<file path="config.mk">
export PLATFORM = sky130hd
export DESIGN_NAME = comparator
export DESIGN_NICKNAME = d
export VERILOG_FILES = /design/src/rtl/comparator_pkg.sv /design/src/rtl/comparator_slice.sv /design/src/rtl/comparator.sv
export SDC_FILE = /design/constraint.sdc
export NUM_CORES = 1
export LEC_CHECK = 0
export ABC_AREA = 1
export CORE_AREA = 2 2 39 41
export CTS_CLUSTER_DIAMETER = 50
export CTS_CLUSTER_SIZE = 24
export DETAILED_ROUTE_END_ITERATION = 16
export DIE_AREA = 0 0 41 43
export PLACE_DENSITY = 0.66
export SYNTH_ARGS = -nofsm -noshare
export SYNTH_HDL_FRONTEND = slang
export SYNTH_SLANG_ARGS = --single-unit
export TNS_END_PERCENT = 1
</file>
<file path="constraint.sdc">
create_clock -name clk -period 1.3 [get_ports clk]
set_input_delay 0.26 -clock clk [delete_from_list [all_inputs] [get_ports clk]]
set_output_delay 0.26 -clock clk [all_outputs]
set_load 0.01 [all_outputs]
</file>
<file path="src/rtl/comparator_pkg.sv">
// rtl/comparator_pkg.sv - shared slice width, slice count and result encoding for the comparator
package comparator_pkg;

    localparam int SLICE_W = 4;

    typedef enum logic [1:0] {
        CMP_LT = 2'd0,
        CMP_EQ = 2'd1,
        CMP_GT = 2'd2
    } cmp_result_t;

    function automatic int slice_count(input int width);
        return (width + SLICE_W - 1) / SLICE_W;
    endfunction

endpackage

</file>
<file path="src/rtl/comparator_slice.sv">
// rtl/comparator_slice.sv - 4-bit unsigned greater/equal compare used as one slice of the merge tree
module comparator_slice
    import comparator_pkg::*;
(
    input  logic [SLICE_W-1:0] a_i,
    input  logic [SLICE_W-1:0] b_i,
    output logic               gt_o,
    output logic               eq_o
);

    assign gt_o = (a_i > b_i);
    assign eq_o = (a_i == b_i);

endmodule

</file>
<file path="src/rtl/comparator.sv">
// rtl/comparator.sv - registered magnitude comparator built from 4-bit slices
// COMPARATOR_SIGNED_EN adds the signed_mode port for two's-complement compares.
module comparator
    import comparator_pkg::*;
#(
    parameter int WIDTH = 8
) (
    input  logic             clk,
    input  logic             rst,
    input  logic             in_valid,
    input  logic [WIDTH-1:0] a,
    input  logic [WIDTH-1:0] b,
`ifdef COMPARATOR_SIGNED_EN
    input  logic             signed_mode,
`endif
    output logic             out_valid,
    output logic             a_greater,
    output logic             a_equal,
    output logic             a_less
);

    localparam int NSLICE = slice_count(WIDTH);
    localparam int PAD_W  = NSLICE * SLICE_W;

    logic [PAD_W-1:0]  a_pad;
    logic [PAD_W-1:0]  b_pad;
    logic [NSLICE-1:0] slice_gt;
    logic [NSLICE-1:0] slice_eq;
    logic              gt_m;
    logic              eq_m;
    cmp_result_t       res;
    logic              valid_d, valid_q;
    logic [2:0]        flags_d, flags_q;

    // Signed compare: sign-extend, then flip the sign bit so the unsigned slices order correctly.
    always_comb begin
        a_pad = PAD_W'(a);
        b_pad = PAD_W'(b);
`ifdef COMPARATOR_SIGNED_EN
        if (signed_mode) begin
            a_pad = PAD_W'($signed(a));
            b_pad = PAD_W'($signed(b));
            a_pad[PAD_W-1] = ~a_pad[PAD_W-1];
            b_pad[PAD_W-1] = ~b_pad[PAD_W-1];
        end
`endif
    end

    for (genvar i = 0; i < NSLICE; i++) begin : g_slice
        comparator_slice u_slice (
            .a_i  (a_pad[i*SLICE_W +: SLICE_W]),
            .b_i  (b_pad[i*SLICE_W +: SLICE_W]),
            .gt_o (slice_gt[i]),
            .eq_o (slice_eq[i])
        );
    end

    // Walk LSB to MSB so the most significant non-equal slice has the final say.
    always_comb begin
        gt_m = 1'b0;
        eq_m = 1'b1;
        for (int i = 0; i < NSLICE; i++) begin
            if (!slice_eq[i]) begin
                gt_m = slice_gt[i];
            end
            eq_m = eq_m & slice_eq[i];
        end
    end

    always_comb begin
        res = CMP_LT;
        if (eq_m) begin
            res = CMP_EQ;
        end else if (gt_m) begin
            res = CMP_GT;
        end
        valid_d = in_valid;
        flags_d = flags_q;
        if (in_valid) begin
            case (res)
                CMP_GT:  flags_d = 3'b100;
                CMP_EQ:  flags_d = 3'b010;
                default: flags_d = 3'b001;
            endcase
        end
    end

    always_ff @(posedge clk) begin
        if (rst) begin
            valid_q <= 1'b0;
            flags_q <= 3'b000;
        end else begin
            valid_q <= valid_d;
            flags_q <= flags_d;
        end
    end

    assign out_valid = valid_q;
    assign a_greater = flags_q[2];
    assign a_equal   = flags_q[1];
    assign a_less    = flags_q[0];

endmodule

</file>
## Word level (Yosys, flattened, before mapping)

Cells that the tools add are included.

- Output and inout port bits: 4
- Memory bits (writable): 0
- Word-level logic and storage cells: 14
- Register bits after elaboration: 4
- Memories: 0
- Bits of input ports: 19
- Memory bits (read-only): 0
- Bits in latches: 0

- Reduce and logical (&&, ||, !) cells: 0
- Divide/modulo/power cells: 0
- Add/sub/neg operators: 0
- Magnitude comparators: 2
- $mul: 0
- Bitwise gates (word level): 1
- Equality and inequality tests: 4
- Shift operators: 0
- Multiplexer cells: 5

Operator list:

| kind | count |
|---|---|
| 4-bit equality test | 2 |
| 4-bit > comparator | 2 |
| 3-bit one-hot mux with 2 select lines | 1 |
| 2-bit two-way mux | 2 |
| 2-bit by 1-bit equality test with 1-bit output, second input constant | 1 |
| 2-bit equality test, second input constant | 1 |
| 1-bit two-way mux | 2 |
| 1-bit AND | 1 |

## Depth between registers and ports, before layout

Gate-level depths: netlist of run 1.

- Depth in word-level cells: 7
- Mapped depth: 10

## By module

From an unflattened synthesis of run 1, not the netlist that was laid out.

- Cells, all modules: 61
- Area total of the unflattened synthesis: 412.9 um^2

By module, submodules not included:

| module | seq. area each (um^2) | cells each | area each (um^2) | times used |
|---|---|---|---|---|
| comparator_slice | 0.0 | 19 | 122.6 | 2 |
| comparator | 80.1 | 23 | 167.7 | 1 |

## Worst setup path before layout of run 1

No wires, ideal clock.

- Path type: input-to-reg
- Start point: input b[7]
- End point: register flags_q[0]
- Required time: 1234 ps
- Path slack: 152 ps
- Path buffers: 0
- Stages on the path: 7
- Arrival time: 1082 ps
- Cells stage by stage: inv_1 ha_1 nand2_2 inv_2 a31oi_1 nand2_2 a21oi_2

- Word-level cells in the longest chain between the ends: 6
- Elaborated cells between the ends (all ways): 9

RTL lines:

| element | line | text |
|---|---|---|
| start, declared | comparator.sv:12 | `input logic [WIDTH-1:0] b,` |
| 4-bit > comparator / 4-bit equality test (equally long branches) | comparator_slice.sv:11, comparator_slice.sv:12 |  |
| 1-bit two-way mux | comparator.sv:63 | `if (!slice_eq[i]) begin` |
| 2-bit two-way mux | comparator.sv:74 | `end else if (gt_m) begin` |
| 2-bit two-way mux (*) | comparator.sv:72 | `if (eq_m) begin` |
| 2-bit by 1-bit equality test with 1-bit output / 2-bit equality test (equally long branches) | comparator.sv:80 | `case (res)` |
| 3-bit one-hot mux with 2 select lines (*) | comparator.sv:80 |  |
| end signal, assigned | comparator.sv:94 | `flags_q <= flags_d;` |
| end, declared | comparator.sv:33 | `logic [2:0] flags_d, flags_q;` |

Every way passes the cells marked *; elsewhere a longest branch is shown, timed or not.
A chain may end at the register's enable or synchronous reset.

## Worst setup path in the final report of run 1

- Start point: input b[4]
- End point: register flags_q[0]

The elaborated chain is that of the path after synthesis.

==> results of run 1 <==
[kinds of logic (layout without fill, tap and decap cells)]
kind of cell,Yosys count,in the layout,synth area share
and+or+nand+nor,24,24,0.2914
buffers and inverters,18,45,0.1656
adders and majority gates,8,8,0.2454
DFF,4,4,0.1963
AOI/OAI and AO/OA,6,6,0.1012
[per-layer routing]
metal  share of wire  track usage  routed length (um)  vias up
li1                -            -                   -      235
met1            0.42       0.1378                 340      189
met2            0.49       0.1625                 395       16
met3           0.082      0.01571                  66        0
met4               0      0.02000                   0        0
met5               0            0                   0        -
[state kept, by name, summed over array words and instances, names as in the netlist]
| name | flops |
|---|---|
| out_valid | 1 |
| flags_q | 3 |
[where the power goes]
| group | internal, W | switching [W] |
|---|---|---|
| clock | 0.000103 | 0.0000509 |
| sequential | 0.000132 | 0.00000304 |
| combinational | 0.000108 | 0.0000960 |
[cells in the mapped netlist (2+ instances only)]
library cell / instances
sky130_fd_sc_hd__inv_2: 3
sky130_fd_sc_hd__o21ai_0: 2
sky130_fd_sc_hd__dfxtp_1: 4
sky130_fd_sc_hd__nand2_1: 11
sky130_fd_sc_hd__ha_1: 8
sky130_fd_sc_hd__inv_1: 15
sky130_fd_sc_hd__nand3_1: 2
sky130_fd_sc_hd__nand2_2: 4
sky130_fd_sc_hd__nor2_1: 4
[layout make-up]
cell class | count | area, um2
inverters | 18 | 67.56
repair buffers | 24 | 229.0
fillers | 146 | 608.1
flip-flops and latches | 4 | 80.08
multi-input cells | 38 | 356.6
well taps | 16 | 20.02
clock buffers | 3 | 22.52
[worst register-to-register path: cells and delay by family (launching register included)]
family,cells,cell delay [ps]
AND/OR/NAND/NOR,1,60
AO/OA/AOI/OAI,1,150
flip-flops,1,300
[worst max path at each step]
stage,start,endpoint,slack (ps),cells after the start
2_1_floorplan,b[7],flags_q[0],150,7
3_3_place_gp,b[7],flags_q[0],-350,8
3_5_place_dp,b[7],flags_q[0],-380,8
4_1_cts,b[3],flags_q[0],-50,10
5_1_grt,b[6],flags_q[0],20,11
6_report,b[4],flags_q[0],100,10
[per-stage QoR]
| stage | area [um2] | utilization |
|---|---|---|
| after floorplan | 407.9 | - |
| after global placement | 663.1 | 0.4792 |
| after detailed placement | 663.1 | 0.4792 |
| after CTS | 763.2 | 0.5515 |
| after global routing | 775.7 | 0.5606 |
| final | 775.7 | 0.5606 |
[cell usage in the layout, fill, tap and decap left out]
cell	synthesis	routed
sky130_fd_sc_hd__nand3_2	1	2
sky130_fd_sc_hd__ha_4	0	6
sky130_fd_sc_hd__inv_1	15	9
sky130_fd_sc_hd__dlygate4sd2_1	0	15
sky130_fd_sc_hd__ha_1	8	2
sky130_fd_sc_hd__clkdlybuf4s50_1	0	2
sky130_fd_sc_hd__a31oi_2	0	1
sky130_fd_sc_hd__a21oi_2	1	1
sky130_fd_sc_hd__nand2_1	11	9
sky130_fd_sc_hd__o21ai_0	2	2
sky130_fd_sc_hd__nand2_4	0	1
sky130_fd_sc_hd__a21oi_1	1	1
sky130_fd_sc_hd__clkbuf_4	0	3
sky130_fd_sc_hd__nor2_1	4	4
sky130_fd_sc_hd__inv_2	3	9
sky130_fd_sc_hd__dlymetal6s2s_1	0	5
sky130_fd_sc_hd__dfxtp_1	4	4
sky130_fd_sc_hd__nor2_4	1	1
sky130_fd_sc_hd__o21bai_2	1	1
sky130_fd_sc_hd__nand3_1	2	1
sky130_fd_sc_hd__nor2_2	1	1
sky130_fd_sc_hd__buf_4	0	2
sky130_fd_sc_hd__nand2_2	4	5
[repair_timing]
action / 4_1_cts / 5_1_grt
setup endpoints to repair: 7 / 2
resized for setup: 30 / 7
pin swaps: 11 / 3
==> flow_metrics.env, run 1 <==
export IMPL_run_status="completed"
export IMPL_die_area_um2=1763
export IMPL_ios=23
export IMPL_yosysSeqAreaShare=0.1963
export IMPL_detail_route_wirelength_um=801
export IMPL_h_tree_depth=1
export IMPL_pwr_density_cell_nw_per_um2=635.7
export IMPL_report_final_setup_viol=0
export IMPL_crit_path_max_incr_delay_ps=270
export IMPL_worstSetupPathType="primary input to register"
export IMPL_synthesis_nets=87
export IMPL_max_slew_worst_pin_slew_ps=173.2
export IMPL_worst_endpoint_arrival_ps=1370
export IMPL_worst_r2r_path_depth=2
export IMPL_synth_area_leader_cell="sky130_fd_sc_hd__ha_1"
export IMPL_rows=14
export IMPL_total_overflow_reported_by_the_global_router=0
export IMPL_dieHeight_um=43
export IMPL_ys_ff_latch=4
export IMPL_clockBufferDepth=2
export IMPL_post_place_ws_ps=-378.8
export IMPL_drtIter0Drc=0
export IMPL_cts_root_buffer_cell="sky130_fd_sc_hd__clkbuf_4"
export IMPL_clock_latency_ps=230
export IMPL_cts_inserted_buffers=3
export IMPL_finalNonFillerCells=103
export IMPL_syn_area_per_cell_um2=6.798
export IMPL_crit_path_max_fanout=3
export IMPL_start_kind="primary input"
export IMPL_critPathSlowestCell="sky130_fd_sc_hd__ha_4"
export IMPL_grt_setup_unrepaired="no"
export IMPL_worst_hold_slack_ps=466.1
export IMPL_synth_top_area_share=0.2454
export IMPL_syn_area_um2=407.9
export IMPL_hold_violations=0
export IMPL_post_route_worst_setup_slack_ps=98.84
export IMPL_synthDistinctLibCells=16
export IMPL_async_reset_ff_frac=0
export IMPL_worst_setup_path_end_kind="register"
export IMPL_clock_skew_final_ps=0
export IMPL_min_delay_endpoint="flags_q[0]"
export IMPL_synthCells=60
export IMPL_routability_congestion_estimate=0.6726
export IMPL_placeable_core_region_um2=1384
export IMPL_yosys_warnings=0
export IMPL_minimum_period_implied_by_the_final_worst_setup_slack_ps=1201
export IMPL_cts_setup_buffers=0
export IMPL_num_nets_final=116
export IMPL_worstPathCellList="dlygate4sd2_1 -> ha_4 -> nand2_1 -> inv_2 -> nand2_2 -> nor2_2 -> nand2_1 -> nand3_2 -> nand2_2 -> a21oi_2"
export IMPL_drv_cap=0
export IMPL_post_place_cells=100
export IMPL_layout_drive_gt1_share=0.3793
export IMPL_total_buffers_and_inverters_traversed_by_the_critical_path=2
export IMPL_setup_reg_to_reg_worst_slack_ps=680
export IMPL_max_freq_mhz=832.5
export IMPL_synth_ff_type="sky130_fd_sc_hd__dfxtp_1"
export IMPL_clkSinkCount=4
export IMPL_hold_path_depth=2
export IMPL_fin_crit_sh=0.9240
export IMPL_post_synth_edffs=0
export IMPL_grt_first_pass_wirelength_um=1317
export IMPL_totalNegativeSetupSlack_ps=0
export IMPL_routedWlPerCell_um=7.777
export IMPL_drt_pass1_iter_count=1
export IMPL_num_vias=440
export IMPL_r2r_start="flags_q[1]"
export IMPL_detailed_place_hpwl_um=647.6
export IMPL_vias_per_cell=4.272
export IMPL_synth_area_leaders="sky130_fd_sc_hd__ha_1 25%, sky130_fd_sc_hd__dfxtp_1 20%, sky130_fd_sc_hd__inv_1 14%"
export IMPL_worst_path_dominant_cell_family="simple AND/OR/NAND/NOR gates"
export IMPL_finalPower_w=0.0004932
export IMPL_hold_path_startpoint="flags_q[0]"
export IMPL_holdBufCountCts=0
export IMPL_port_buffers=22
export IMPL_grt_max_degree=5
export IMPL_cts_tree="done"
export IMPL_grt_pass1_vias=385
export IMPL_clkSlewWorstSetupHoldPaths_ps=40
export IMPL_cp_required_ps=1470
export IMPL_area_growth_synth_to_final_pct=90.18
export IMPL_peak_supply_drop_mv=0.3506
export IMPL_initial_utilization=0.2948
export IMPL_global_route_usage_total=0.1013
export IMPL_residual_drc_count=0
export IMPL_worst_r2r_endpoint="flags_q[1]"
export IMPL_relSlewSlack=0.8842
export IMPL_leakage_nw=0.4327
export IMPL_n_antenna_cell=0
export IMPL_postRouteAntennaNets=0
export IMPL_min_delay_path_class="register to register"
export IMPL_max_slew_violation_count=0
export IMPL_antenna_found_initial=0
export IMPL_die_w_um=41
(Power assumes the default switching activity.)
==> inputs of run 2 (changes only) <==
- clock period: 1.3 -> 1.4 ns (I/O delays scaled with it)
==> run 2 against run 1 <==
Clock skew unchanged. Non-clock buffer count down 1. Cell count shrank 0.97%. Die area is the same. Setup slack worse by 64 ps. Combinational power is 6% lower. Clock-buffer cell count unchanged. Largest power group unchanged. Highest routed layer is now met4. Global-route usage is 0.89 points higher. Cell area grew 2.4%. Wire length decreased by 2.6%. First-iteration DRC count stayed put.
==> flow_metrics.env, run 2 (synthesized netlist as in run 1, its figures left out) <==
export IMPL_grtUsageMet1=0.1406
export IMPL_dieHeight_um=43
export IMPL_clock_latency_ps=240
export IMPL_clkSinkCount=4
export IMPL_grt_most_used_layer="met2"
export IMPL_port_buffers=22
export IMPL_total_buffers_and_inverters_traversed_by_the_critical_path=1
export IMPL_drtIter0Drc=0
export IMPL_antenna_found_initial=0
export IMPL_hold_violations=0
export IMPL_met2_grt_util=0.1781
export IMPL_crit_path_max_fanout=2
export IMPL_max_slew_violation_count=0
export IMPL_layout_commonest_cell="sky130_fd_sc_hd__inv_2"
export IMPL_critPathSlowestCell="sky130_fd_sc_hd__clkdlybuf4s50_1"
export IMPL_grt_first_pass_wirelength_um=1400
export IMPL_cts_inserted_buffers=3
export IMPL_vias_per_cell=4.167
export IMPL_detail_route_wirelength_um=780
export IMPL_grt_max_degree=5
export IMPL_residual_drc_count=0
export IMPL_clock_skew_final_ps=0
export IMPL_pwr_density_cell_nw_per_um2=587.2
export IMPL_num_vias=425
export IMPL_worst_endpoint_arrival_ps=1090
export IMPL_layout_drive_gt1_share=0.3953
export IMPL_initial_utilization=0.2948
export IMPL_routedWlPerCell_um=7.647
export IMPL_minimum_period_implied_by_the_final_worst_setup_slack_ps=1365
export IMPL_start_kind="register"
export IMPL_n_antenna_cell=0
export IMPL_leakage_nw=0.4523
export IMPL_placeable_core_region_um2=1384
export IMPL_grt_pass1_vias=412
export IMPL_total_overflow_reported_by_the_global_router=0
export IMPL_num_nets_final=115
export IMPL_totalNegativeSetupSlack_ps=0
export IMPL_worst_hold_slack_ps=465.2
export IMPL_fin_crit_sh=0.9750
export IMPL_detailed_place_hpwl_um=584.7
export IMPL_crit_path_max_incr_delay_ps=540
export IMPL_h_tree_depth=1
export IMPL_registers_top_by_ff_count="flags_q"
export IMPL_min_delay_path_class="register to register"
export IMPL_die_area_um2=1763
export IMPL_global_route_usage_total=0.1102
export IMPL_routability_congestion_estimate=0.6576
export IMPL_cts_tree="done"
export IMPL_max_slew_worst_pin_slew_ps=181.7
export IMPL_cp_required_ps=1120
export IMPL_worstPathCellList="clkdlybuf4s50_1"
export IMPL_relSlewSlack=0.8785
export IMPL_clkSlewWorstSetupHoldPaths_ps=40
export IMPL_run_status="completed"
export IMPL_area_growth_synth_to_final_pct=94.79
export IMPL_worstSetupPathType="register to output port"
export IMPL_max_freq_mhz=732.6
export IMPL_ios=23
export IMPL_cts_root_buffer_cell="sky130_fd_sc_hd__clkbuf_4"
export IMPL_peak_supply_drop_mv=0.2878
export IMPL_drv_cap=0
export IMPL_postRouteAntennaNets=0
export IMPL_grt_setup_unrepaired="no"
export IMPL_grt_met3_use=0
export IMPL_worst_path_dominant_cell_family="buffers and inverters"
export IMPL_drt_pass1_iter_count=1
export IMPL_clockBufferDepth=2
export IMPL_die_w_um=41
export IMPL_final_cell_mix="10 x sky130_fd_sc_hd__inv_2, 9 x sky130_fd_sc_hd__nand2_1, 9 x sky130_fd_sc_hd__dlymetal6s2s_1, 8 x sky130_fd_sc_hd__inv_1, 8 x sky130_fd_sc_hd__dlygate4sd2_1"
export IMPL_report_final_setup_viol=0
export IMPL_rows=14
export IMPL_worst_setup_path_end_kind="output port"
export IMPL_number_of_flip_flops_in_the_largest_register=3
-- run 2: changes by cell type in the layout (fill, tap and decap cells not counted), sizes merged --
cell / delta
buf: -1
clkdlybuf4s50: +3
dlygate4sd2: -7
dlymetal6s2s: +4
-- run 2: final timing paths --
kind | from | endpoint | slack, ps | cells after the start
setup / recovery | flags_q[1] | a_equal | 30 | 1
setup reg to reg | flags_q[1] | flags_q[1] | 790 | 2
hold reg to reg | flags_q[0] | flags_q[0] | 470 | 2
hold / removal | flags_q[0] | flags_q[0] | 470 | 2
-- run 2: area by class of cell --
type / count / area [um2]
Clock buffer: 3 / 22.52
Fill cell: 132 / 589.3
Inverter: 18 / 67.56
Multi-Input combinational cell: 38 / 364.1
Sequential cell: 4 / 80.08
Tap cell: 16 / 20.02
Timing Repair Buffer: 23 / 240.2
-- run 2: layer usage --
metal | vias up | wire [um]
li1 | 232 | -
met1 | 175 | 319
met2 | 16 | 388
met3 | 2 | 55
met4 | 0 | 17
met5 | - | 0
-- run 2: where the power goes --
group	total [W]	internal (W)	switching (W)
Combinational	0.000191	0.000104	0.0000875
Sequential	0.000125	0.000122	0.00000289
Clock	0.000150	0.0000964	0.0000536
Total	0.000467	0.000323	0.000144
-- run 2: through the flow --
stage,setup WS [ps],instance area (um2),util,std cells,power [W]
2_1_floorplan,231.7,407.9,-,60,0.0002132
3_3_place_gp,-273.9,655.6,0.4738,99,0.0002944
3_5_place_dp,-307.8,655.6,0.4738,99,0.0002959
4_1_cts,1.488,744.5,0.5380,102,0.0004657
5_1_grt,0.5753,794.5,0.5741,102,0.0005000
6_report,34.95,794.5,0.5741,102,0.0004665
-- run 2: repair_timing --
action / 4_1_cts / 5_1_grt
hold buffers: 0 / 0
resized for setup: 19 / 16
pin swaps: 8 / 7
endpoints found under the setup margin: 2 / 4
buffers inserted: 0 / 0
